$ cat src/rtl/sccb_pkg.sv
// sccb_pkg: shared table geometry, entry encodings and sequencer state codes
package sccb_pkg;
    localparam int TBL_W = 16;
    localparam int TBL_D = 256;
    localparam int TBL_AW = $clog2(TBL_D);
    localparam logic [TBL_W-1:0] END_ENTRY = 16'hFFFF;
    localparam logic [7:0] DELAY_REG = 8'hF0;
    typedef logic [3:0] state_t;
    localparam state_t S_IDLE      = 4'd0;
    localparam state_t S_FETCH     = 4'd1;
    localparam state_t S_DECODE    = 4'd2;
    localparam state_t S_ISSUE     = 4'd3;
    localparam state_t S_WAIT_BUSY = 4'd4;
    localparam state_t S_WAIT_DONE = 4'd5;
    localparam state_t S_WAIT_IDLE = 4'd6;
    localparam state_t S_GAP       = 4'd7;
    localparam state_t S_DELAY     = 4'd8;
    localparam state_t S_DONE      = 4'd9;
    localparam state_t S_ERROR     = 4'd10;
endpackage

$ cat src/rtl/ov7670_reg_rom.sv
// ov7670_reg_rom: register-init table with registered read; C_TABLE 1/2 select short and full-length alternates
module ov7670_reg_rom
    import sccb_pkg::*;
#(
    parameter int C_TABLE = 0
) (
    input  logic              clk,
    input  logic [TBL_AW-1:0] addr,
    output logic [TBL_W-1:0]  data
);
    function automatic logic [TBL_W-1:0] rom_word(input logic [TBL_AW-1:0] a);
        if (C_TABLE == 2) return {8'h01, a};
        if (C_TABLE == 1) return a == 8'd0 ? 16'h1280 : a == 8'd1 ? {DELAY_REG, 8'h02} : END_ENTRY;
        case (a)
            8'd0:    return 16'h1280;
            8'd1:    return {DELAY_REG, 8'd10};
            8'd2:    return 16'h1101;
            8'd3:    return 16'h1204;
            8'd4:    return 16'h0C00;
            8'd5:    return 16'h3E00;
            8'd6:    return 16'h40D0;
            8'd7:    return 16'h3A04;
            8'd8:    return 16'h8C00;
            8'd9:    return 16'h1713;
            8'd10:   return 16'h1801;
            8'd11:   return 16'h32B6;
            8'd12:   return 16'h1902;
            8'd13:   return 16'h1A7A;
            8'd14:   return 16'h030A;
            default: return END_ENTRY;
        endcase
    endfunction

    always_ff @(posedge clk) data <= rom_word(addr);
endmodule

$ cat src/rtl/sccb_init_sequencer.sv
// sccb_init_sequencer: walks the register table, issuing SCCB writes, ms delays and inter-write gaps
module sccb_init_sequencer
    import sccb_pkg::*;
#(
    parameter int          C_CLK_FREQ_MHZ = 100,
    parameter logic [7:0]  C_SLAVE_ADDR   = 8'h21,
    parameter int          C_GAP_CYCLES   = 1000,
    parameter int          C_ACK_TIMEOUT  = 1024,
    parameter int          C_TABLE        = 0
) (
    input  logic        clk,
    input  logic        rst_n,
    input  logic        start,
    input  logic        sccb_busy,
    input  logic        sccb_done,
    output logic        wr_pulse,
    output logic [7:0]  slave_addr,
    output logic [7:0]  reg_addr,
    output logic [31:0] tx_data,
    output logic        init_busy,
    output logic        init_done,
    output logic        init_err,
    output logic [7:0]  entry_idx
);
    localparam int TICK = C_CLK_FREQ_MHZ * 1000;
    state_t state;
    logic [TBL_W-1:0] rom_data;
    logic [15:0] gap_cnt, to_cnt;
    logic [19:0] pre_cnt;
    logic [7:0] ms_cnt;
    logic gap_last, to_last, tick_last;

    ov7670_reg_rom #(.C_TABLE(C_TABLE)) u_rom (.clk(clk), .addr(entry_idx), .data(rom_data));

    assign slave_addr = {1'b0, C_SLAVE_ADDR[6:0]};
    assign init_done  = state == S_DONE;
    assign init_err   = state == S_ERROR;
    assign init_busy  = !(state == S_IDLE || state == S_DONE || state == S_ERROR);
    assign gap_last   = int'(gap_cnt) + 1 >= C_GAP_CYCLES;
    assign to_last    = int'(to_cnt) + 1 >= C_ACK_TIMEOUT;
    assign tick_last  = int'(pre_cnt) + 1 >= TICK;

    always_ff @(posedge clk or negedge rst_n)
        if (!rst_n) begin
            state     <= S_IDLE;
            wr_pulse  <= 1'b0;
            reg_addr  <= '0;
            tx_data   <= '0;
            entry_idx <= '0;
            gap_cnt   <= '0;
            to_cnt    <= '0;
            pre_cnt   <= '0;
            ms_cnt    <= '0;
        end else begin
            wr_pulse <= 1'b0;
            case (state)
                S_IDLE, S_DONE, S_ERROR: if (start) begin
                    entry_idx <= '0;
                    state     <= S_FETCH;
                end
                S_FETCH: state <= S_DECODE;
                S_DECODE: if (rom_data == END_ENTRY) state <= S_DONE;
                else if (rom_data[15:8] == DELAY_REG) begin
                    ms_cnt  <= rom_data[7:0];
                    pre_cnt <= '0;
                    gap_cnt <= '0;
                    state   <= rom_data[7:0] == 8'd0 ? S_GAP : S_DELAY;
                end else begin
                    reg_addr <= rom_data[15:8];
                    tx_data  <= {24'd0, rom_data[7:0]};
                    state    <= S_ISSUE;
                end
                S_ISSUE: if (!sccb_busy) begin
                    wr_pulse <= 1'b1;
                    to_cnt   <= '0;
                    state    <= S_WAIT_BUSY;
                end
                S_WAIT_BUSY: if (sccb_busy) state <= S_WAIT_DONE;
                else if (to_last) state <= S_ERROR;
                else to_cnt <= to_cnt + 16'd1;
                S_WAIT_DONE: if (sccb_done) state <= S_WAIT_IDLE;
                S_WAIT_IDLE: if (!sccb_done) begin
                    gap_cnt <= '0;
                    state   <= S_GAP;
                end
                S_GAP: if (gap_last) begin
                    gap_cnt <= '0;
                    if (entry_idx == 8'hFF) state <= S_DONE;
                    else begin
                        entry_idx <= entry_idx + 8'd1;
                        state     <= S_FETCH;
                    end
                end else gap_cnt <= gap_cnt + 16'd1;
                S_DELAY: if (tick_last) begin
                    pre_cnt <= '0;
                    ms_cnt  <= ms_cnt - 8'd1;
                    if (ms_cnt == 8'd1) begin
                        gap_cnt <= '0;
                        state   <= S_GAP;
                    end
                end else pre_cnt <= pre_cnt + 20'd1;
                default: state <= S_IDLE;
            endcase
        end
endmodule

$ cat config.mk
export PLATFORM = sky130hd
export DESIGN_NAME = sccb_init_sequencer
export DESIGN_NICKNAME = d
export VERILOG_FILES = /design/src/rtl/sccb_pkg.sv /design/src/rtl/ov7670_reg_rom.sv /design/src/rtl/sccb_init_sequencer.sv
export SDC_FILE = /design/constraint.sdc
export NUM_CORES = 1
export LEC_CHECK = 0
export CAP_MARGIN = 0
export CORE_ASPECT_RATIO = 2
export CORE_MARGIN = 2
export CORE_UTILIZATION = 40
export CTS_BUF_LIST = sky130_fd_sc_hd__clkbuf_4 sky130_fd_sc_hd__clkbuf_8 sky130_fd_sc_hd__clkbuf_16
export CTS_CLUSTER_SIZE = 28
export DETAILED_ROUTE_END_ITERATION = 8
export PLACE_DENSITY = 0.56
export SKIP_LAST_GASP = 1
export SYNTH_ARGS = -nofsm -noshare
export SYNTH_HDL_FRONTEND = slang
export SYNTH_HIERARCHICAL = 1
export SYNTH_SLANG_ARGS = --single-unit
$ cat constraint.sdc
create_clock -name clk -period 3.5 [get_ports clk]
set_clock_uncertainty 0.15 [all_clocks]
set_input_delay 0.35 -clock clk [delete_from_list [all_inputs] [get_ports clk]]
set_output_delay 0.35 -clock clk [all_outputs]
set_load 0.02 [all_outputs]
==> results of run 1 <==
## layer usage
metal,track usage (%),part of all wire (%),vias to the layer above
li1,-,-,2422
met1,18.9,38,2387
met2,37.4,57,95
met3,2.83,2.6,30
met4,9.03,3.3,0
met5,0,0,-
## final timing paths
path,cells past startpoint,startpoint,to,slack [ns]
hold / removal,1,gap_cnt[15],gap_cnt[15],0.34
min in group asynchronous,2,rst_n,gap_cnt[12],0.38
setup / recovery,8,gap_cnt[0],state[1],0.26
max in group asynchronous,3,rst_n,ms_cnt[4],2.03
setup reg to reg,8,gap_cnt[0],state[1],0.26
hold reg to reg,1,gap_cnt[15],gap_cnt[15],0.34
## cells in the mapped netlist (7+ instances only)
| cell | count | area (µm²) |
|---|---|---|
| dfrtp_1 | 89 | 2230 |
| nor2_1 | 61 | 229 |
| o21ai_0 | 54 | 270 |
| nand2_1 | 42 | 158 |
| buf_4 | 35 | 263 |
| a21oi_1 | 32 | 160 |
| nand3_1 | 27 | 135 |
| nor3_1 | 25 | 125 |
| inv_1 | 23 | 86.3 |
| mux2_2 | 22 | 248 |
| clkbuf_1 | 21 | 78.8 |
| and2_1 | 17 | 106 |
| dfxtp_1 | 16 | 320 |
| ha_1 | 14 | 175 |
| and3_1 | 13 | 81.3 |
| nand2b_1 | 13 | 81.3 |
| or3_1 | 13 | 81.3 |
| a31oi_1 | 11 | 68.8 |
| nor2b_1 | 11 | 68.8 |
| nand4_1 | 10 | 62.6 |
| o31ai_1 | 9 | 67.6 |
| buf_2 | 8 | 40.0 |
| mux2i_1 | 8 | 80.1 |
| a21o_1 | 7 | 52.6 |
## sequential cells by signal, indices dropped and copies added (netlist names), 8 cells and up
| name | cells |
|---|---|
| to_cnt | 16 |
| tx_data | 8 |
| ms_cnt | 8 |
| reg_addr | 8 |
| pre_cnt | 20 |
| u_rom/data | 16 |
| entry_idx | 8 |
| gap_cnt | 16 |
## area by class of cell
type | instances | area, µm²
Clock inverter | 3 | 65.1
Tap cell | 195 | 244
Timing Repair Buffer | 53 | 478
Sequential cell | 105 | 2550
Multi-Input combinational cell | 514 | 3150
Inverter | 23 | 86.3
Fill cell | 1520 | 7980
Clock buffer | 13 | 268
## per-stage QoR
step / instance area [µm²] / hold slack, ns / power [mW] / instances / utilization [%]
6_report: 6840 / 0.337 / 4.25 / 906 / 46.1
5_1_grt: 6840 / 0.360 / 4.52 / 906 / 46.1
4_1_cts: 6840 / 0.342 / 4.29 / 906 / 46.1
3_5_place_dp: 6500 / 0.219 / 3.15 / 889 / 43.8
3_3_place_gp: 6500 / 0.208 / 3.11 / 889 / 43.8
2_1_floorplan: 6170 / -0.0956 / 2.65 / 707 / -
## cells by family (layout without fill, tap and decap cells)
| group | count (synthesis) | after routing | synth area share [%] |
|---|---|---|---|
| fa+ha+maj | 14 | 14 | 2.89 |
| mux | 31 | 31 | 5.60 |
| flops | 105 | 105 | 42.1 |
| compound gates | 157 | 157 | 16.2 |
| other cells | 2 | 32 | 0.124 |
| xor+xnor | 7 | 7 | 1.01 |
| simple gates | 273 | 273 | 24.3 |
| buf+inv | 88 | 92 | 7.81 |
## repair_timing
| item | CTS | global route |
|---|---|---|
| hold buffers | 1 | 0 |
| gates resized for setup | 0 | 0 |
| endpoints found under the hold margin | 39 | 0 |
## worst max-delay path: stages, from the launching register on
cell and delay [ns]:
dfrtp_1 0.40, ha_1 0.25, and4_1 0.31, nand4_1 0.17, or4b_2 0.63, a211o_1 0.49, nand2_1 0.15, or3_1 0.20
mux2_2 0.35
## power by group through the flow
stage	Sequential, mW	Clock [mW]	Combinational (mW)
after floorplan	1.68	0	0.964
after global placement	1.65	0	1.46
after detailed placement	1.66	0	1.49
after CTS	1.64	1.15	1.50
after global routing	1.68	1.19	1.65
final	1.64	1.12	1.49
==> summary.txt, run 1 <==
Run status
  – Outcome: complete, no violations

Logic synthesis
  – Post-synthesis sequential area ratio: between 40% and 50%
  – Synth unique cells: 66
  – Synth warn: 6
  – Cell area after synthesis: 6050 µm²
  – Async SR Flop Fraction: roughly 85%
  – Post-synth EDFFs: 0
  – Avg Inst Size Synth: slightly below 9 µm²
  – Mapped Cells: ~680
  – FF+latch count, synth: roughly 110
  – Predominant post-synthesis flop cell: dfrtp_1

Place
  – GPL Wtd Cong: between 0.8 and 0.9
  – Input/output buffers: 32
  – Place WS: 0.305 ns
  – Hpwl dp: 11.2 mm

Timing
  – RSZ-0062 raised after global routing: no
  – Max-slew violation count: 0
  – Slew HR: a little over a quarter
  – F_max: roughly 0.31 GHz
  – Final Hold Vio Count: 0
  – Final min period: 3.24 ns
  – Crit share post-route: around 92%
  – Worst Tran Pin Value: ~1.1 ns
  – Setup TNS: 0 ns
  – Final setup fails: 0
  – Final WS setup: around 0.26 ns

Pwr
  – Pleak: a little under 3 nW
  – Sw Share: between 30% and 40%
  – Clock network fraction of total power: between 20% and 30%
  – Comb pwr share: between 30% and 40%
  – NetSw: approximately 1.5 mW
  – VDD IR max: around 0.00048 V
  – P_int: between 2 and 3 mW
  – Sequential group share of total power: between 30% and 40%
  – Pwr per Cell Area: 622 nW/µm²

Global routing
  – Largest net degree at the start of global routing: 42
  – Vias in the first global route: between 4000 and 5000
  – All-layer global routing usage: about a fifth
  – Initial antenna violation count: 0
  – First-pass GRT wire length: 24.4 mm
  – GRT Residual Overflow: 0

CTS
  – CTS tree: built
  – Worst skew pair latency: 0.35 ns
  – Clk pin slew, worst setup/hold paths: approximately 0.070 ns
  – H-Tree Depth: 3
  – CTS Buf Count: 9
  – Max clock buf depth: 2
  – Clock root buffer: clkbuf_16
  – Clock Sinks: 105
  – Post-CTS Setup Bufs: 0

Route
  – Final wirelength: approximately 15 mm
  – First-pass detailed-route iteration total: 4
  – Initial DRC count: 180
  – DR WL/cell: roughly 16 µm
  – Vias/cell: between 5 and 6
  – Vias: a little under 5000
  – DRC: 0
  – Post-DRT Antenna Nets: 0

Final layout
  – Commonest non-fill, non-tap cell in the layout: dfrtp_1
  – Nets: 725
  – Synthesis-to-layout area growth: 13.0%
  – Share of cells above drive strength 1: around 10%
  – Ant. Diodes: 0
  – Commonest cells after routing, fill and taps aside: dfrtp_1 (89), nor2_1 (61), o21ai_0 (54)

Min path
  – Hold Path Class: reg -> reg

Flow run
  – Max Cap Violations: 0

Critical path
  – Crit Path Class: reg -> reg
  – Critical Path AT: approximately 3.3 ns
  – Worst EP required: 3.59 ns
  – CP Launch Type: flop
  – Critical Path Sink Type: flop
  – CP max FO: 14

Floorplan
  – Starting Density: between 40% and 50%
  – Chip width: slightly above 90 µm
  – I/O Pins: 65
  – Row cnt: 63
  – Core Area: 14800 µm²
  – Die ar.: between 15000 and 20000 µm²
  – Vert. Die Dim: ~180 µm
(Power assumes the default switching activity.)
==> run 2: changes to the inputs <==
--- a/config.mk
+++ b/config.mk
@@ -9,7 +9,6 @@
 export CORE_ASPECT_RATIO = 2
 export CORE_MARGIN = 2
 export CORE_UTILIZATION = 40
-export CTS_BUF_LIST = sky130_fd_sc_hd__clkbuf_4 sky130_fd_sc_hd__clkbuf_8 sky130_fd_sc_hd__clkbuf_16
 export CTS_CLUSTER_SIZE = 28
 export DETAILED_ROUTE_END_ITERATION = 8
 export PLACE_DENSITY = 0.56
==> summary.txt, run 2 (synthesis gave the netlist of run 1 again) <==
Final layout
  – Ant. Diodes: 0 (unchanged)
  – Share of cells above drive strength 1: 9.70% (-0.28 points)
  – Design Area, Final: 6830 µm² (-0.11%)
  – Nets: 725 (unchanged)
  – Largest register FFs: 20 (unchanged)
  – Top reg by flops: pre_cnt
  – Commonest non-fill, non-tap cell in the layout: dfrtp_1
  – Final Non-Filler Cells: 906 (unchanged)
  – Commonest cells after routing, fill and taps aside: dfrtp_1 (89), nor2_1 (61), o21ai_0 (54)
  – Synthesis-to-layout area growth: 12.9%

Floorplan
  – Row cnt: 63 (unchanged)
  – Core Area: 14800 µm² (unchanged)
  – Starting Density: 40.8% (unchanged)
  – Vert. Die Dim: 178 µm (unchanged)
  – I/O Pins: 65 (unchanged)
  – Die ar.: 16200 µm² (unchanged)
  – Chip width: 91.0 µm (unchanged)

Route
  – Post-DRT Antenna Nets: 0 (unchanged)
  – DRC: 0 (unchanged)
  – Vias/cell: 5.46 (+0.30%)
  – Final wirelength: 15.0 mm (+0.34%)
  – Initial DRC count: 167 (-7.2%)
  – Vias: 4949 (+0.30%)
  – DR WL/cell: 16.5 µm (+0.34%)
  – First-pass detailed-route iteration total: 4 (unchanged)

Pwr
  – Pwr per Cell Area: 620 nW/µm² (-0.28%)
  – Total power: 4.23 mW (-0.39%)
  – Pleak: 2.94 nW (-0.23%)
  – VDD IR max: 0.000478 V (about the same)

Place
  – Cell count after placement: 889 (unchanged)
  – Hpwl dp: 11.2 mm (unchanged)
  – GPL Wtd Cong: 0.852 (unchanged)
  – Placed inst area: 6500 µm² (unchanged)
  – Input/output buffers: 32 (unchanged)

Critical path
  – Worst EP required: 3.58 ns (about the same)
  – CP Launch Type: flop
  – Crit path launch: gap_cnt[0]
  – Max stage delay on crit path: 0.63 ns (about the same)
  – Critical path, cell by cell: ha_1, and4_1, nand4_1, or4b_2, a211o_1, nand2_1, or3_1, mux2_2
  – Critical Path Sink Type: flop
  – RR Endpoint: state[1]
  – Worst path top cell family by delay: simple AND/OR/NAND/NOR gates
  – Worst Path Buf+Inv: 0 (unchanged)
  – R2R depth: 8 (unchanged)
  – Critical Path AT: 3.30 ns (-0.02 ns)
  – Cell at the slowest stage of the critical path: or4b_2
  – Crit Path Class: reg -> reg
  – R2R Path Start: gap_cnt[0]
  – CP max FO: 14 (unchanged)
  – R2R setup slack: 0.28 ns (+0.02 ns)

CTS
  – Clk pin slew, worst setup/hold paths: 0.07 ns (about the same)
  – Max clock buf depth: 2 (unchanged)
  – CTS Buf Count: 9 (unchanged)
  – Clock Sinks: 105 (unchanged)
  – Clock root buffer: clkbuf_16
  – Worst skew pair latency: 0.35 ns (about the same)
  – H-Tree Depth: 3 (unchanged)
  – CTS tree: built

Global routing
  – First-pass GRT wire length: 24.4 mm (about the same)
  – GRT Residual Overflow: 0 (unchanged)
  – Largest net degree at the start of global routing: 42 (unchanged)
  – Vias in the first global route: 4980 (-0.020%)
  – Initial antenna violation count: 0 (unchanged)
  – All-layer global routing usage: 18.9% (unchanged)

Timing
  – Final Hold Vio Count: 0 (unchanged)
  – Final min period: 3.22 ns (-0.0209 ns)
  – Min Hold Slack: 0.337 ns (-0.000232 ns)
  – Worst Tran Pin Value: 1.13 ns (+0.0296 ns)
  – Max-slew violation count: 0 (unchanged)
  – Crit share post-route: 91.9% (-0.60 points)
  – Setup TNS: 0 ns (unchanged)
  – Slew HR: 24.7% (-2.0 points)
  – RSZ-0062 raised after global routing: no
  – Final setup fails: 0 (unchanged)
  – F_max: 0.311 GHz (+0.65%)

Flow run
  – Max Cap Violations: 0 (unchanged)

Min path
  – Hold path depth: 1 (unchanged)
  – Worst Hold Path EP: gap_cnt[15]
  – Worst hold start: gap_cnt[15]
  – Hold Path Class: reg -> reg

Run status
  – Outcome: complete, no violations
-- run 2: cell types whose count changed in the layout (fill, tap and decap cells not counted) --
cell | before | now
clkbuf_1 | 0 | 2
clkbuf_4 | 2 | 0
-- run 2: repair_timing --
item,CTS,global route
hold endpoints to repair,39,0
gates resized for setup,0,0
buffers inserted,0,0
hold buffers,1,0
-- run 2: routing by layer --
layer | share of wire, % | track usage, % | routed length (µm)
met1 | 38 | 18.9 | 5650
met2 | 56 | 37.4 | 8440
met3 | 2.5 | 2.83 | 380
met4 | 3.2 | 8.90 | 480
met5 | 0 | 0 | 0
-- run 2: worst max-delay path by stage --
stage / depth (start not counted) / to / slack (ns)
final: 8 / state[1] / 0.28
after global routing: 8 / state[1] / 0.07
after CTS: 8 / state[1] / 0.30
after detailed placement: 8 / state[3] / 0.31
after global placement: 8 / state[3] / 0.41
after floorplan: 9 / state[0] / 0.69
-- run 2: area by class of cell --
type	instances	area, µm²
clock buffer	13	260
clock inverter	3	65.1
fill	1520	7990
inverter	23	86.3
multi-input combinational	514	3150
sequential	105	2550
tap	195	244
timing repair buffer	53	478
-- run 2: worst register-to-register path: stages, from the launching register on --
cell     delay [ns]
dfrtp_1        0.40
ha_1           0.25
and4_1         0.31
nand4_1        0.17
or4b_2         0.63
a211o_1        0.49
nand2_1        0.16
or3_1          0.20
mux2_2         0.35
-- run 2: where the power goes --
part	internal [mW]	switching, mW	total, mW
sequential	1.43	0.207	1.64
combinational	0.629	0.859	1.49
clock	0.666	0.441	1.11
total	2.73	1.51	4.23
-- run 2: per-stage QoR --
step	utilization, %	setup WS, ns
2_1_floorplan	-	0.689
3_3_place_gp	43.8	0.414
3_5_place_dp	43.8	0.305
4_1_cts	46.1	0.303
5_1_grt	46.1	0.0728
6_report	46.1	0.283
==> run 3: changes to the inputs <==
--- a/config.mk
+++ b/config.mk
@@ -6,12 +6,13 @@
 export NUM_CORES = 1
 export LEC_CHECK = 0
 export CAP_MARGIN = 0
-export CORE_ASPECT_RATIO = 2
+export CORE_ASPECT_RATIO = 1.25
 export CORE_MARGIN = 2
 export CORE_UTILIZATION = 40
 export CTS_CLUSTER_SIZE = 28
 export DETAILED_ROUTE_END_ITERATION = 8
-export PLACE_DENSITY = 0.56
+export DONT_BUFFER_PORTS = 1
+export PLACE_DENSITY = 0.5
 export SKIP_LAST_GASP = 1
 export SYNTH_ARGS = -nofsm -noshare
 export SYNTH_HDL_FRONTEND = slang
==> summary.txt, run 3 (synthesis gave the netlist of run 1 again) <==
Route
  – Final wirelength: 13.7 mm (-8.2%)
  – Vias/cell: 5.48 (+0.33%)
  – First-pass detailed-route iteration total: 5 (+1)
  – Vias: 4724 (-4.5%)
  – DRC: 0 (unchanged)
  – Post-DRT Antenna Nets: 0 (unchanged)
  – DR WL/cell: 15.9 µm (-3.5%)
  – Initial DRC count: 273 (+63%)

CTS
  – Clk pin slew, worst setup/hold paths: 0.07 ns (about the same)
  – Clock Sinks: 105 (unchanged)
  – Clock root buffer: clkbuf_16
  – Hold buffer count at CTS: 2 (+1)
  – CTS tree: built
  – Post-CTS Setup Bufs: 0 (unchanged)
  – Max clock buf depth: 2 (unchanged)
  – Resized Gates After CTS: 0 (unchanged)
  – H-Tree Depth: 3 (unchanged)
  – Worst skew pair latency: 0.35 ns (about the same)
  – CTS Buf Count: 9 (unchanged)

Timing
  – Worst Tran Pin Value: 1.14 ns (+0.0142 ns)
  – Final min period: 3.14 ns (-0.0719 ns)
  – Final WS setup: 0.355 ns (+0.0719 ns)
  – Min Hold Slack: 0.0967 ns (-0.240 ns)
  – F_max: 0.318 GHz (+2.3%)
  – Max-slew violation count: 0 (unchanged)
  – Setup TNS: 0 ns (unchanged)
  – RSZ-0062 raised after global routing: no
  – Final Hold Vio Count: 0 (unchanged)
  – Slew HR: 23.8% (-0.95 points)
  – Crit share post-route: 89.8% (-2.1 points)
  – Final setup fails: 0 (unchanged)

Final layout
  – Finished Core Util: 43.6% (-2.5 points)
  – Top reg by flops: pre_cnt
  – Nets: 694 (-4.3%)
  – Share of cells above drive strength 1: 10.4% (+0.74 points)
  – Synthesis-to-layout area growth: 7.28%
  – Ant. Diodes: 0 (unchanged)
  – Commonest non-fill, non-tap cell in the layout: dfrtp_1
  – Filler cell count: 1482 (-2.5%)
  – Storage cell area: 2550 µm² (unchanged)
  – Largest register FFs: 20 (unchanged)
  – Area occupied by multi-input gates: 3150 µm² (unchanged)
  – Commonest cells after routing, fill and taps aside: dfrtp_1 (89), nor2_1 (61), o21ai_0 (54)

Pwr
  – P_int: 2.47 mW (-9.5%)
  – Pwr per Cell Area: 615 nW/µm² (-0.82%)
  – Total power: 3.99 mW (-5.7%)
  – Sw Share: 38.2% (+2.6 points)
  – Sequential group share of total power: 42.9% (+4.2 points)
  – NetSw: 1.52 mW (+1.2%)
  – Clock network fraction of total power: 25.4% (-0.7 points)
  – VDD IR max: 0.000287 V (-40%)
  – Pleak: 2.82 nW (-4.0%)
  – Comb pwr share: 31.8% (-3.3 points)

Floorplan
  – Row cnt: 50 (-21%)
  – Vert. Die Dim: 142 µm (-20%)
  – Core Area: 14900 µm² (+0.47%)
  – Die ar.: 16100 µm² (-0.33%)
  – I/O Pins: 65 (unchanged)
  – Chip width: 114 µm (+25%)
  – Starting Density: 40.7% (-0.19 points)

Run status
  – Outcome: complete, no violations

Critical path
  – R2R setup slack: 0.36 ns (+0.07 ns)
  – RR Endpoint: gap_cnt[7]
  – Critical Path AT: 3.24 ns (-0.06 ns)
  – Worst EP required: 3.59 ns (about the same)
  – Crit Path Class: reg -> reg
  – CP Launch Type: flop
  – R2R depth: 9 (+1)
  – R2R Path Start: pre_cnt[0]
  – Critical Path Sink Type: flop
  – CP max FO: 15 (+1)

Global routing
  – Initial antenna violation count: 0 (unchanged)
  – Vias in the first global route: 4688 (-5.9%)
  – First-pass GRT wire length: 23.3 mm (-4.4%)
  – All-layer global routing usage: 17.9% (-1.0 points)
  – Largest net degree at the start of global routing: 90 (+110%)
  – GRT Residual Overflow: 0 (unchanged)

Place
  – Hpwl dp: 9.66 mm (-14%)
  – GPL Wtd Cong: 0.835 (-2.0%)
  – Input/output buffers: 0 (-100%)
  – Place WS: 0.382 ns (+0.0772 ns)

Min path
  – Worst Hold Path EP: wr_pulse
  – Hold path depth: 2 (+1)
  – Worst hold start: sccb_busy
  – Hold Path Class: in -> reg

Flow run
  – Max Cap Violations: 0 (unchanged)
run 3: changes by cell type in the layout (fill, tap and decap cells not counted), moves of 2 or more:
cell / before / now
bufinv_16: 2 / 0
clkbuf_8: 2 / 0
clkdlybuf4s50_1: 31 / 0
clkbuf_1: 2 / 0
inv_6: 0 / 5
run 3: worst max path at each step:
| stage | from | slack (ns) | to | cells after the start |
|---|---|---|---|---|
| floorplan | pre_cnt[0] | 0.69 | state[0] | 9 |
| global placement | pre_cnt[0] | 0.45 | gap_cnt[8] | 9 |
| detailed placement | pre_cnt[0] | 0.38 | gap_cnt[7] | 9 |
| CTS | pre_cnt[0] | 0.36 | gap_cnt[4] | 9 |
| global route | pre_cnt[0] | 0.05 | gap_cnt[4] | 9 |
| finish | pre_cnt[0] | 0.36 | gap_cnt[7] | 9 |
run 3: worst max-delay path, stage by stage (launching register included):
cell and delay [ns]:
dfrtp_1 0.41, ha_1 0.27, and2_1 0.24, nand4_1 0.27, or3_1 0.45, nor3_1 0.16, o32a_1 0.25, nor2_4 0.07
or2_1 0.41, a211o_1 0.35
run 3: layer usage:
layer | share of wire, % | up-vias | wire length [µm] | track usage, %
met1 | 46 | 2278 | 6280 | 23.4
met5 | 0 | - | 0 | 0
met4 | 1.6 | 0 | 215 | 6.87
met2 | 49 | 77 | 6720 | 29.7
met3 | 3.6 | 11 | 497 | 3.12
li1 | - | 2358 | - | -
run 3: final cells by class:
type | instances | share of cell area [%]
multi-input combinational | 514 | 48.5
timing repair buffer | 22 | 2.89
tap | 182 | 3.51
inverter | 23 | 1.33
sequential | 105 | 39.2
clock buffer | 9 | 3.47
clock inverter | 7 | 1.06
run 3: power groups by stage:
stage	clock network (mW)	logic, mW	registers [mW]
2_1_floorplan	0	0.964	1.68
3_3_place_gp	0	1.22	1.73
3_5_place_dp	0	1.24	1.74
4_1_cts	1.05	1.27	1.71
5_1_grt	1.10	1.43	1.75
6_report	1.01	1.27	1.71
run 3: through the flow:
stage                     cells  instance area (µm²)
final                       862                 6490
after global routing        862                 6490
after CTS                   862                 6490
after detailed placement    844                 6160
after global placement      844                 6160
after floorplan             707                 6170
